`config.mk`:
```
export PLATFORM = sky130hd
export DESIGN_NAME = pwm_servo_multi
export DESIGN_NICKNAME = d
export VERILOG_FILES = /design/src/rtl/pwm_servo_pkg.sv /design/src/rtl/pwm_servo_chan.sv /design/src/rtl/pwm_servo_multi.sv
export SDC_FILE = /design/constraint.sdc
export NUM_CORES = 1
export LEC_CHECK = 0
export CAP_MARGIN = 20
export CELL_PAD_IN_SITES_DETAIL_PLACEMENT = 1
export CELL_PAD_IN_SITES_GLOBAL_PLACEMENT = 1
export CORE_MARGIN = 3
export CORE_UTILIZATION = 30
export CTS_BUF_LIST = sky130_fd_sc_hd__clkbuf_4 sky130_fd_sc_hd__clkbuf_8
export DETAILED_ROUTE_END_ITERATION = 8
export PLACE_DENSITY_LB_ADDON = 0.1
export SYNTH_ARGS = -nofsm -noshare
export SYNTH_HDL_FRONTEND = slang
export SYNTH_SLANG_ARGS = --single-unit
```
`constraint.sdc`:
```
create_clock -name clk -period 4.6 [get_ports clk]
set_clock_uncertainty 0.15 [all_clocks]
set_input_delay 0.92 -clock clk [delete_from_list [all_inputs] [get_ports clk]]
set_output_delay 0.92 -clock clk [all_outputs]
set_load 0.01 [all_outputs]
```
`src/rtl/pwm_servo_pkg.sv`:
```
// pwm_servo_pkg: shared defaults, channel-index width and width clamp for pwm_servo_multi
package pwm_servo_pkg;
  localparam int FRAME_DEF = 1_100_000;
  localparam int MIN_PULSE_DEF = 53_500;
  localparam int MAX_PULSE_DEF = 97_500;
  localparam int NEUTRAL_DEF = 75_000;
  localparam int FAILSAFE_FRAMES_DEF = 25;
  typedef struct packed {
    logic ack;
    logic err;
    logic clamped;
  } resp_t;
  function automatic int ch_width(input int n);
    return (n > 1) ? $clog2(n) : 1;
  endfunction
  // returns {altered, value}
  function automatic logic [64:0] clamp_width(input logic [63:0] w, input logic [63:0] lo, input logic [63:0] hi);
    return (w > hi) ? {1'b1, hi} : (w < lo) ? {1'b1, lo} : {1'b0, w};
  endfunction
endpackage

```
`src/rtl/pwm_servo_chan.sv`:
```
// pwm_servo_chan: one servo output with shadow/active width registers
// optional idle-age failsafe when PWM_SERVO_FAILSAFE_EN is defined
module pwm_servo_chan
  import pwm_servo_pkg::*;
#(
  parameter int CNT_W = 32,
  parameter int NEUTRAL = NEUTRAL_DEF,
  parameter int FAILSAFE_FRAMES = FAILSAFE_FRAMES_DEF
) (
  input  logic             clk,
  input  logic             rst_n,
  input  logic [CNT_W-1:0] cnt,
  input  logic             wrap,
  input  logic             we,
  input  logic [CNT_W-1:0] wdata,
  output logic             pwm,
  output logic             failsafe
);
  localparam logic [CNT_W-1:0] NEU = CNT_W'(NEUTRAL);
  logic [CNT_W-1:0] shadow, active;
  logic force_neu;
`ifdef PWM_SERVO_FAILSAFE_EN
  localparam int AGE_W = ch_width(FAILSAFE_FRAMES + 1);
  localparam logic [AGE_W-1:0] AGE_MAX = AGE_W'(FAILSAFE_FRAMES);
  logic [AGE_W-1:0] age;
  always_ff @(posedge clk or negedge rst_n)
    if (!rst_n) age <= '0;
    else if (we) age <= '0;
    else if (wrap && age != AGE_MAX) age <= age + AGE_W'(1);
  // a write on the same wrap wins over the forced neutral
  assign force_neu = wrap && !we && age == AGE_MAX - AGE_W'(1);
  assign failsafe = age == AGE_MAX;
`else
  assign force_neu = 1'b0;
  assign failsafe = 1'b0;
`endif
  always_ff @(posedge clk or negedge rst_n)
    if (!rst_n) begin
      shadow <= NEU;
      active <= NEU;
      pwm <= 1'b0;
    end else begin
      if (we) shadow <= wdata;
      else if (force_neu) shadow <= NEU;
      if (wrap) active <= shadow;
      pwm <= cnt < active;
    end
endmodule

```
`src/rtl/pwm_servo_multi.sv`:
```
// pwm_servo_multi: multi-channel servo PWM, shared frame counter, clamped double-buffered widths
// per-channel failsafe is built only when PWM_SERVO_FAILSAFE_EN is defined
module pwm_servo_multi
  import pwm_servo_pkg::*;
#(
  parameter int CHANNELS = 4,
  parameter int CNT_W = 32,
  parameter int FRAME = FRAME_DEF,
  parameter int MIN_PULSE = MIN_PULSE_DEF,
  parameter int MAX_PULSE = MAX_PULSE_DEF,
  parameter int NEUTRAL = NEUTRAL_DEF,
  parameter int FAILSAFE_FRAMES = FAILSAFE_FRAMES_DEF,
  localparam int CH_W = ch_width(CHANNELS)
) (
  input  logic                clk,
  input  logic                rst_n,
  input  logic                req_valid,
  input  logic [CH_W-1:0]     req_chan,
  input  logic [CNT_W-1:0]    req_width,
  output logic                req_ack,
  output logic                req_err,
  output logic                req_clamped,
  output logic                frame_start,
  output logic [CHANNELS-1:0] pwm_out,
  output logic [CHANNELS-1:0] failsafe
);
  logic [CNT_W-1:0] cnt, wdata;
  logic [63:0] cval;
  logic cflag, wrap, chan_ok;
  resp_t resp;
  assign wrap = cnt == CNT_W'(FRAME - 1);
  assign frame_start = cnt == '0;
  assign chan_ok = 32'(req_chan) < CHANNELS;
  assign {cflag, cval} = clamp_width(64'(req_width), 64'(MIN_PULSE), 64'(MAX_PULSE));
  assign wdata = CNT_W'(cval);
  always_ff @(posedge clk or negedge rst_n)
    if (!rst_n) cnt <= '0;
    else cnt <= wrap ? '0 : cnt + CNT_W'(1);
  always_ff @(posedge clk or negedge rst_n)
    if (!rst_n) resp <= '0;
    else resp <= {req_valid & chan_ok, req_valid & ~chan_ok, req_valid & chan_ok & cflag};
  assign req_ack = resp.ack;
  assign req_err = resp.err;
  assign req_clamped = resp.clamped;
  for (genvar g = 0; g < CHANNELS; g++) begin : g_chan
    pwm_servo_chan #(
      .CNT_W(CNT_W),
      .NEUTRAL(NEUTRAL),
      .FAILSAFE_FRAMES(FAILSAFE_FRAMES)
    ) u_chan (
      .clk(clk),
      .rst_n(rst_n),
      .cnt(cnt),
      .wrap(wrap),
      .we(req_valid && chan_ok && 32'(req_chan) == g),
      .wdata(wdata),
      .pwm(pwm_out[g]),
      .failsafe(failsafe[g])
    );
  end
endmodule

```
Yosys cells after proc, flatten, opt, wreduce, memory -nomap -nowiden
Cells that the tools add are included.
{"block": "word_totals", "register_bits": 294, "input_bits": 37, "out_inout_bits": 12, "elab_cells": 36}
{"block": "classes", "add_sub_neg": 1, "n_lt_le_gt_ge": 6, "eq_ne": 4, "n_mux": 3, "n_bitwise": 1, "n_reduce_logical": 6}
{"operator": "65-bit two-way mux", "count": 2}
{"operator": "32-bit < comparator", "count": 4}
{"operator": "32-bit by 1-bit adder with 32-bit output, second input constant", "count": 1}
{"operator": "32-bit by 21-bit == test with 1-bit output, second input constant", "count": 1}
{"operator": "32-bit by 17-bit greater-than comparator with 1-bit output, second input constant", "count": 1}
{"operator": "32-bit zero test", "count": 1}
{"operator": "32-bit by 16-bit < comparator with 1-bit output, second input constant", "count": 1}
{"operator": "32-bit two-way mux", "count": 1}
{"operator": "2-bit == test, second input constant", "count": 2}
{"operator": "1-bit logical AND", "count": 4}
{"operator": "2-bit by 1-bit == test with 1-bit output, second input constant", "count": 1}
{"operator": "2-bit zero test", "count": 1}
{"operator": "1-bit bitwise AND", "count": 1}

Logic depth before layout (Yosys ltp)
Gate-level depths: netlist of run 1.
{"block": "depth", "ltp_word": 4, "mapped_depth": 8, "mapped_depth_nobuf": 8}

Modules after synthesis
Synthesis of run 1 repeated with hierarchy kept, for this count alone.
{"block": "unflattened", "hier_cells": 1336, "hier_area_um2": 14430.1}
{"module": "pwm_servo_chan", "instances": 4, "cells_each": 283, "area_each_um2": 3120.5, "seq_area_each_um2": 1646.6}
{"module": "pwm_servo_multi", "instances": 1, "cells_each": 204, "area_each_um2": 1948.1, "seq_area_each_um2": 850.8}

Least setup slack after synthesis of run 1
No wires, ideal clock.
{"block": "synth_path", "path_type": "input port to flip-flop", "start": "input port req_width[10]", "end": "register g_chan[0].u_chan.shadow[5]", "setup_time_ns": 0.069, "arrival_time_ns": 2.458, "t_required_ns": 4.381, "setup_slack_ns": 1.922, "stages": 5, "path_buffers": 0, "path_cell_list": "or4_4 o41ai_4 nor2_1 or3_4 o21ai_2"}
{"block": "synth_between", "elab_chain_cells": 3, "elab_cells_between_ends": 4, "cone_classes": "order compare: 2; mux: 2"}
{"element": "start: declaration", "line_no": "pwm_servo_multi.sv:19", "rtl": "input logic [CNT_W-1:0] req_width,"}
{"element": "32-bit by 16-bit < comparator with 1-bit output", "line_no": "pwm_servo_pkg.sv:18", "rtl": "return (w > hi) ? {1'b1, hi} : (w < lo) ? {1'b1, lo} : {1'b0, w};"}
{"element": "65-bit two-way mux", "line_no": "pwm_servo_pkg.sv:18"}
{"element": "65-bit two-way mux *", "line_no": "pwm_servo_pkg.sv:18"}
{"element": "end signal: assignment", "line_no": "pwm_servo_chan.sv:43", "rtl": "if (we) shadow <= wdata;"}
{"element": "end: declaration", "line_no": "pwm_servo_chan.sv:20", "rtl": "logic [CNT_W-1:0] shadow, active;"}
Every way passes the cells marked *; elsewhere a longest branch is shown, timed or not.
A chain may end at the register's enable or synchronous reset.

Final worst setup path of run 1
{"block": "layout_path", "start": "register cnt[28]", "end": "output port frame_start"}
{"block": "layout_between", "elab_chain_cells": 1}
{"element": "start: declaration", "line_no": "pwm_servo_multi.sv:27", "rtl": "logic [CNT_W-1:0] cnt, wdata;"}
{"element": "start signal: assignment", "line_no": "pwm_servo_multi.sv:38", "rtl": "else cnt <= wrap ? '0 : cnt + CNT_W'(1);"}
{"element": "32-bit zero test", "line_no": "pwm_servo_multi.sv:32", "rtl": "assign frame_start = cnt == '0;"}
{"element": "end: declaration", "line_no": "pwm_servo_multi.sv:23", "rtl": "output logic frame_start,"}
Every way passes these cells.

==> flow_summary_export.csv, run 1 <==
group,metric,value,unit
cells_and_area,final_common_cell,"dfrtp_1",
drt,drt_first_iter_violations,409,
timing,rsz0062_at_grt,"no",
global_routing,grt_pass1_vias,10585,
cts,cts_setup_buffers,0,
timing,worstMarginPinSlew,0.906,ns
cts,cts_buffers,55,
cts,path_clk_slew,0.06,ns
cts,clock-sinks,294,
global_routing,grt_usage,15.8,%
place,gp_congestion,0.757,
timing,setup_violations,0,
global_routing,grt_start_max_net_pins,153,
timing,timing.final.crit_share,86.3,%
cells_and_area,layout_common_cells,"230 x dfrtp_1, 190 x nand2_1, 148 x o21ai_0",
job,maxCapViolCount,0,
logic_synthesis,synth_edf_count,0,
critical_path,crit_required,3.53,ns
pwr,ir_drop,0.193,mV
cells_and_area,stdcell_area,16300,um^2
logic_synthesis,yosys-top-cells-area,"dfrtp_1 41%, dfstp_2 12%, ha_1 11%",
critical_path,crit_fanout,8,
cells_and_area,layout.nets,1581,
place,placed_cell_area,15100,um^2
critical_path,cp-end-kind,"output pin",
cts,cts_max_level,2,
critical_path,cp.arrival,2.90,ns
logic_synthesis,async_flop_share,100,%
floorplanning,ios,49,
drt,drtAntennaViolNets,0,
cts,cts_resized,0,
pwr,cellPowerDensity,336,nW/um^2
timing,hold_viol_final,0,
cts,worstSkewPairLatency,0.64,ns
floorplanning,core,45800,um^2
place,portBuffers,43,
global_routing,grt_pass1_wl,61.1,mm
logic_synthesis,ys_warn_count,0,
min_path,worst_hold_path_type,"in -> async",
logic_synthesis,synthCells,1357,
drt,wl,38.1,mm
place,dp_hpwl,26.8,mm
logic_synthesis,synth.avg_cell_area,10.3,um^2
cts,cts_buffer_depth,3,
timing,maxSlewViolCount,0,
logic_synthesis,ys.flop_type,"dfrtp_1",
drt,vias,9874,
pwr,leakagePower,7.34,nW
global_routing,antenna_found_initial,1,
cells_and_area,area_growth,15.8,%
cells_and_area,drive_above_1_share,13.9,%
cells_and_area,fillers,5141,
drt,vias_per_cell,4.80,
logic_synthesis,synth_top_area_share,41.0,%
logic_synthesis,yosysSeqAreaShare,53.0,%
floorplanning,fp.dieW,222,um
global_routing,grt.overflow.total,0,
floorplanning,die_y,222,um
floorplanning,initial_core_util,30.7,%
cells_and_area,insertedDiodeCount,0,
logic_synthesis,yosysTopAreaCell,"dfrtp_1",
status,status,"finished, final reports clean",
cts,cts_hold_buf,0,
critical_path,start_kind,"register",
drt,dr.pass1.iters,4,
floorplanning,rows,78,
logic_synthesis,ys_seq_elements,294,
timing,max_clock_freq,0.252,GHz
critical_path,rrSetupSlack,1.54,ns
timing,period_needed,3.97,ns
logic_synthesis,syn_area,14000,um^2
cts,clockRootBuffer,"clkbuf_8",
drt,wl_per_cell,18.5,um
drt,drc_errors,0,
critical_path,critPathKind,"reg -> out",
logic_synthesis,netlist-cell-type-count,57,
timing,setup_ws,0.630,ns
timing,relSlewSlack,39.6,%
cts,cts_tree,"yes",
timing,setup_tns,0,ns
place,pre_cts_ws,0.966,ns
floorplanning,dieArea,49400,um^2
[metrics by stage]
stage	std cells	power (mW)	utilization (%)	hold WS, ns
5_1_grt	2058	5.75	35.5	0.242
3_3_place_gp	1961	2.84	33.0	0.304
6_report	2058	5.47	35.5	0.236
4_1_cts	2058	5.61	35.5	0.220
2_1_floorplan	1361	2.71	-	0.292
3_5_place_dp	1961	2.84	33.0	0.311
[logic make-up after synthesis]
family          count (synthesis)  synth area share (%)
simple gates                  408                  14.4
compound gates                305                  13.4
flops                         294                  53.0
buf+inv                       190                  5.84
fa+ha+maj                     126                  11.2
xor+xnor                       29                  1.81
mux                             4                 0.321
other cells                     1                0.0267
[final timing paths]
path	endpoint	cells past startpoint	startpoint
max in group asynchronous	g_chan[0].u_chan.active[10]	2	rst_n
max	frame_start	4	cnt[28]
max reg2reg	g_chan[3].u_chan.pwm	8	cnt[5]
min	g_chan[2].u_chan.active[26]	1	rst_n
min in group clk	g_chan[1].u_chan.active[18]	2	g_chan[1].u_chan.shadow[18]
min reg2reg	g_chan[1].u_chan.active[18]	2	g_chan[1].u_chan.shadow[18]
[synthesized netlist by cell type (17+ instances only)]
| master | n |
|---|---|
| xnor2_1 | 17 |
| dfrtp_1 | 230 |
| nand4_1 | 24 |
| o21ai_0 | 148 |
| buf_4 | 22 |
| nor2_1 | 38 |
| o22a_1 | 28 |
| inv_1 | 131 |
| nand3_1 | 20 |
| clkbuf_1 | 23 |
| nand2_1 | 190 |
| ha_1 | 126 |
| dfstp_2 | 64 |
| and2_1 | 60 |
| a21oi_1 | 42 |
| a21o_1 | 25 |
[report_power, final]
part	total [mW]	leakage, nW	internal [mW]	switching [mW]
sequential	2.63	3.79	2.62	0.00994
combinational	0.160	2.93	0.0500	0.110
clock	2.68	0.622	1.56	1.12
[final cells by class]
| cell class | instances | area, um^2 | area share [%] |
|---|---|---|---|
| clock inverter | 10 | 82.6 | 0.508 |
| clock buffer | 87 | 1100 | 6.75 |
| tap | 600 | 751 | 4.62 |
| multi-input combinational | 877 | 5800 | 35.7 |
| timing repair buffer | 59 | 606 | 3.72 |
| inverter | 131 | 492 | 3.02 |
| sequential | 294 | 7440 | 45.7 |
[registers in the layout, indices dropped and copies added (netlist names)]
register              cells
g_chan.u_chan.active    128
cnt                      32
req_ack                   1
g_chan.u_chan.pwm         4
g_chan.u_chan.shadow    128
req_clamped               1
[critical path, stage by stage (launching register included)]
cell and delay [ns]:
dfrtp_1 0.49, nor4_1 0.50, nand2_1 0.09, nor4_1 0.55
clkdlybuf4s50_1 0.65
[layer usage]
metal | up-vias | GRT usage [%] | share of wire (%)
met5 | - | 0 | 0
met4 | 0 | 4.18 | 2.2
met3 | 59 | 3.28 | 3.5
met2 | 130 | 26.3 | 47
met1 | 4932 | 20.9 | 47
li1 | 4753 | - | -
No activity file was read; power rests on OpenSTA's default activity.
==> inputs of run 2 (changes only) <==
PLACE_DENSITY_LB_ADDON = 0.15   (was 0.1)
clock period = 4.9 ns   (was 4.6 ns; I/O delays follow)
==> flow_summary_export.csv, run 2 (synthesis gave the netlist of run 1 again) <==
group,metric,value,unit
floorplanning,dieArea,49400,um^2
global_routing,grt.overflow.total,0,
global_routing,antenna_found_initial,1,
floorplanning,ios,49,
cts,cts_setup_buffers,0,
critical_path,cp-end-kind,"output pin",
cells_and_area,fillers,5088,
cts,clockRootBuffer,"clkbuf_8",
critical_path,critPathBufInv,1,
drt,drtAntennaViolNets,0,
timing,relSlewSlack,32.8,%
drt,top_layer_used,"met4",
critical_path,start_kind,"register",
cts,clock-sinks,294,
drt,wl_met2,18.3,mm
cells_and_area,area_growth,16.6,%
drt,wl_per_cell,18.5,um
timing,hold-worst-slack,0.220,ns
timing,setup_tns,0,ns
timing,rsz0062_at_grt,"no",
cts,cts_hold_buf,0,
critical_path,crit_required,3.77,ns
critical_path,r2r_end,"g_chan[2].u_chan.active[0]",
timing,max_clock_freq,0.240,GHz
global_routing,grt_start_max_net_pins,153,
cts,cts_buffers,57,
drt,vias,9948,
pwr,ir_drop,0.235,mV
timing,worstMarginPinSlew,1.00,ns
critical_path,critPathLaunch,"cnt[11]",
pwr,leakagePower,7.42,nW
drt,vias_per_cell,4.81,
global_routing,grt_pass1_vias,10757,
status,status,"finished, final reports clean",
critical_path,reg2reg_depth,6,
job,maxCapViolCount,0,
critical_path,cp_cell_sequence,"nor4_1 > nand4b_1 > nor4_1 > clkdlybuf4s50_1",
cts,cts_buffer_depth,3,
place,gp_congestion,0.743,
critical_path,crit_path_top_delay_cell,"clkdlybuf4s50_1",
floorplanning,initial_core_util,30.7,%
drt,drc_errors,0,
floorplanning,die_y,222,um
min_path,worst_hold_path_type,"in -> async",
critical_path,crit_fanout,9,
timing,period_needed,4.17,ns
global_routing,grt_pass1_wl,61.6,mm
cells_and_area,insertedDiodeCount,0,
drt,drt_first_iter_violations,425,
floorplanning,core,45800,um^2
floorplanning,fp.dieW,222,um
floorplanning,rows,78,
cts,cts_tree,"yes",
cts,cts_resized,0,
critical_path,crit_top_cell,"nor4_1",
timing,setup_violations,0,
cts,path_clk_slew,0.06,ns
cells_and_area,reg_top3,"g_chan.u_chan.active (128), g_chan.u_chan.shadow (128), cnt (32)",
global_routing,grt_usage,15.8,%
drt,wl,38.3,mm
cells_and_area,regArea,7440,um^2
critical_path,critPathTopFamily,"simple AND/OR/NAND/NOR gates",
timing,timing.final.crit_share,85.2,%
critical_path,max_stage_delay,0.66,ns
drt,dr.pass1.iters,4,
timing,hold_viol_final,0,
drt,wl_met1,17.7,mm
place,dp_hpwl,26.3,mm
cells_and_area,layout_common_cells,"230 x dfrtp_1, 190 x nand2_1, 148 x o21ai_0",
cells_and_area,multiInputGateArea,5800,um^2
cells_and_area,final_common_cell,"dfrtp_1",
cells_and_area,drive_above_1_share,14.5,%
place,portBuffers,43,
critical_path,worstReg2RegStart,"cnt[1]",
timing,maxSlewViolCount,0,
cts,cts_max_level,2,
pwr,cellPowerDensity,324,nW/um^2
cells_and_area,layout.nets,1584,
cts,worstSkewPairLatency,0.65,ns
drt,wl_met3,1.48,mm
critical_path,critPathKind,"reg -> out",
critical_path,rrSetupSlack,1.69,ns
critical_path,cp.arrival,3.04,ns
run 2: cell count changes in the layout (fill, tap and decap cells not counted):
cell,change
clkinvlp_4,-3
inv_8,+1
buf_4,+1
clkbuf_8,+7
inv_6,+1
clkbuf_4,-1
clkinv_2,+3
run 2: how the worst max path moves through the flow:
stage | to | depth (start not counted) | slack [ns]
6_report | frame_start | 4 | 0.73
5_1_grt | frame_start | 4 | 0.59
4_1_cts | frame_start | 4 | 0.55
3_5_place_dp | g_chan[3].u_chan.shadow[2] | 5 | 1.22
3_3_place_gp | g_chan[3].u_chan.shadow[2] | 5 | 1.26
2_1_floorplan | g_chan[0].u_chan.shadow[5] | 5 | 2.16
run 2: final cells by class:
class / instances / area share, %
flip-flops and latches: 294 / 45.4
well taps: 600 / 4.58
inverters: 131 / 3.00
repair buffers: 60 / 3.74
multi-input cells: 877 / 35.4
clock buffers: 93 / 7.24
clock inverters: 12 / 0.581
run 2: where the power goes:
| group | total (mW) | switching (mW) | leakage [nW] | internal [mW] |
|---|---|---|---|---|
| combinational | 0.152 | 0.105 | 2.94 | 0.0470 |
| sequential | 2.47 | 0.00978 | 3.79 | 2.46 |
| clock | 2.69 | 1.11 | 0.690 | 1.58 |
run 2: per-layer routing:
| layer | vias up | global-route usage, % |
|---|---|---|
| met5 | - | 0 |
| met4 | 0 | 4.57 |
| met3 | 57 | 2.91 |
| met2 | 140 | 26.7 |
| met1 | 4989 | 20.8 |
| li1 | 4762 | - |
run 2: per-stage QoR:
stage	worst slack [ns]	instance area, um^2	utilization [%]	total power [mW]	std cells
2_1_floorplan	2.16	14100	-	2.54	1361
3_3_place_gp	1.26	15100	33.0	2.66	1962
3_5_place_dp	1.22	15100	33.0	2.67	1962
4_1_cts	0.551	16400	35.8	5.44	2067
5_1_grt	0.594	16400	35.8	5.57	2067
6_report	0.726	16400	35.8	5.31	2067
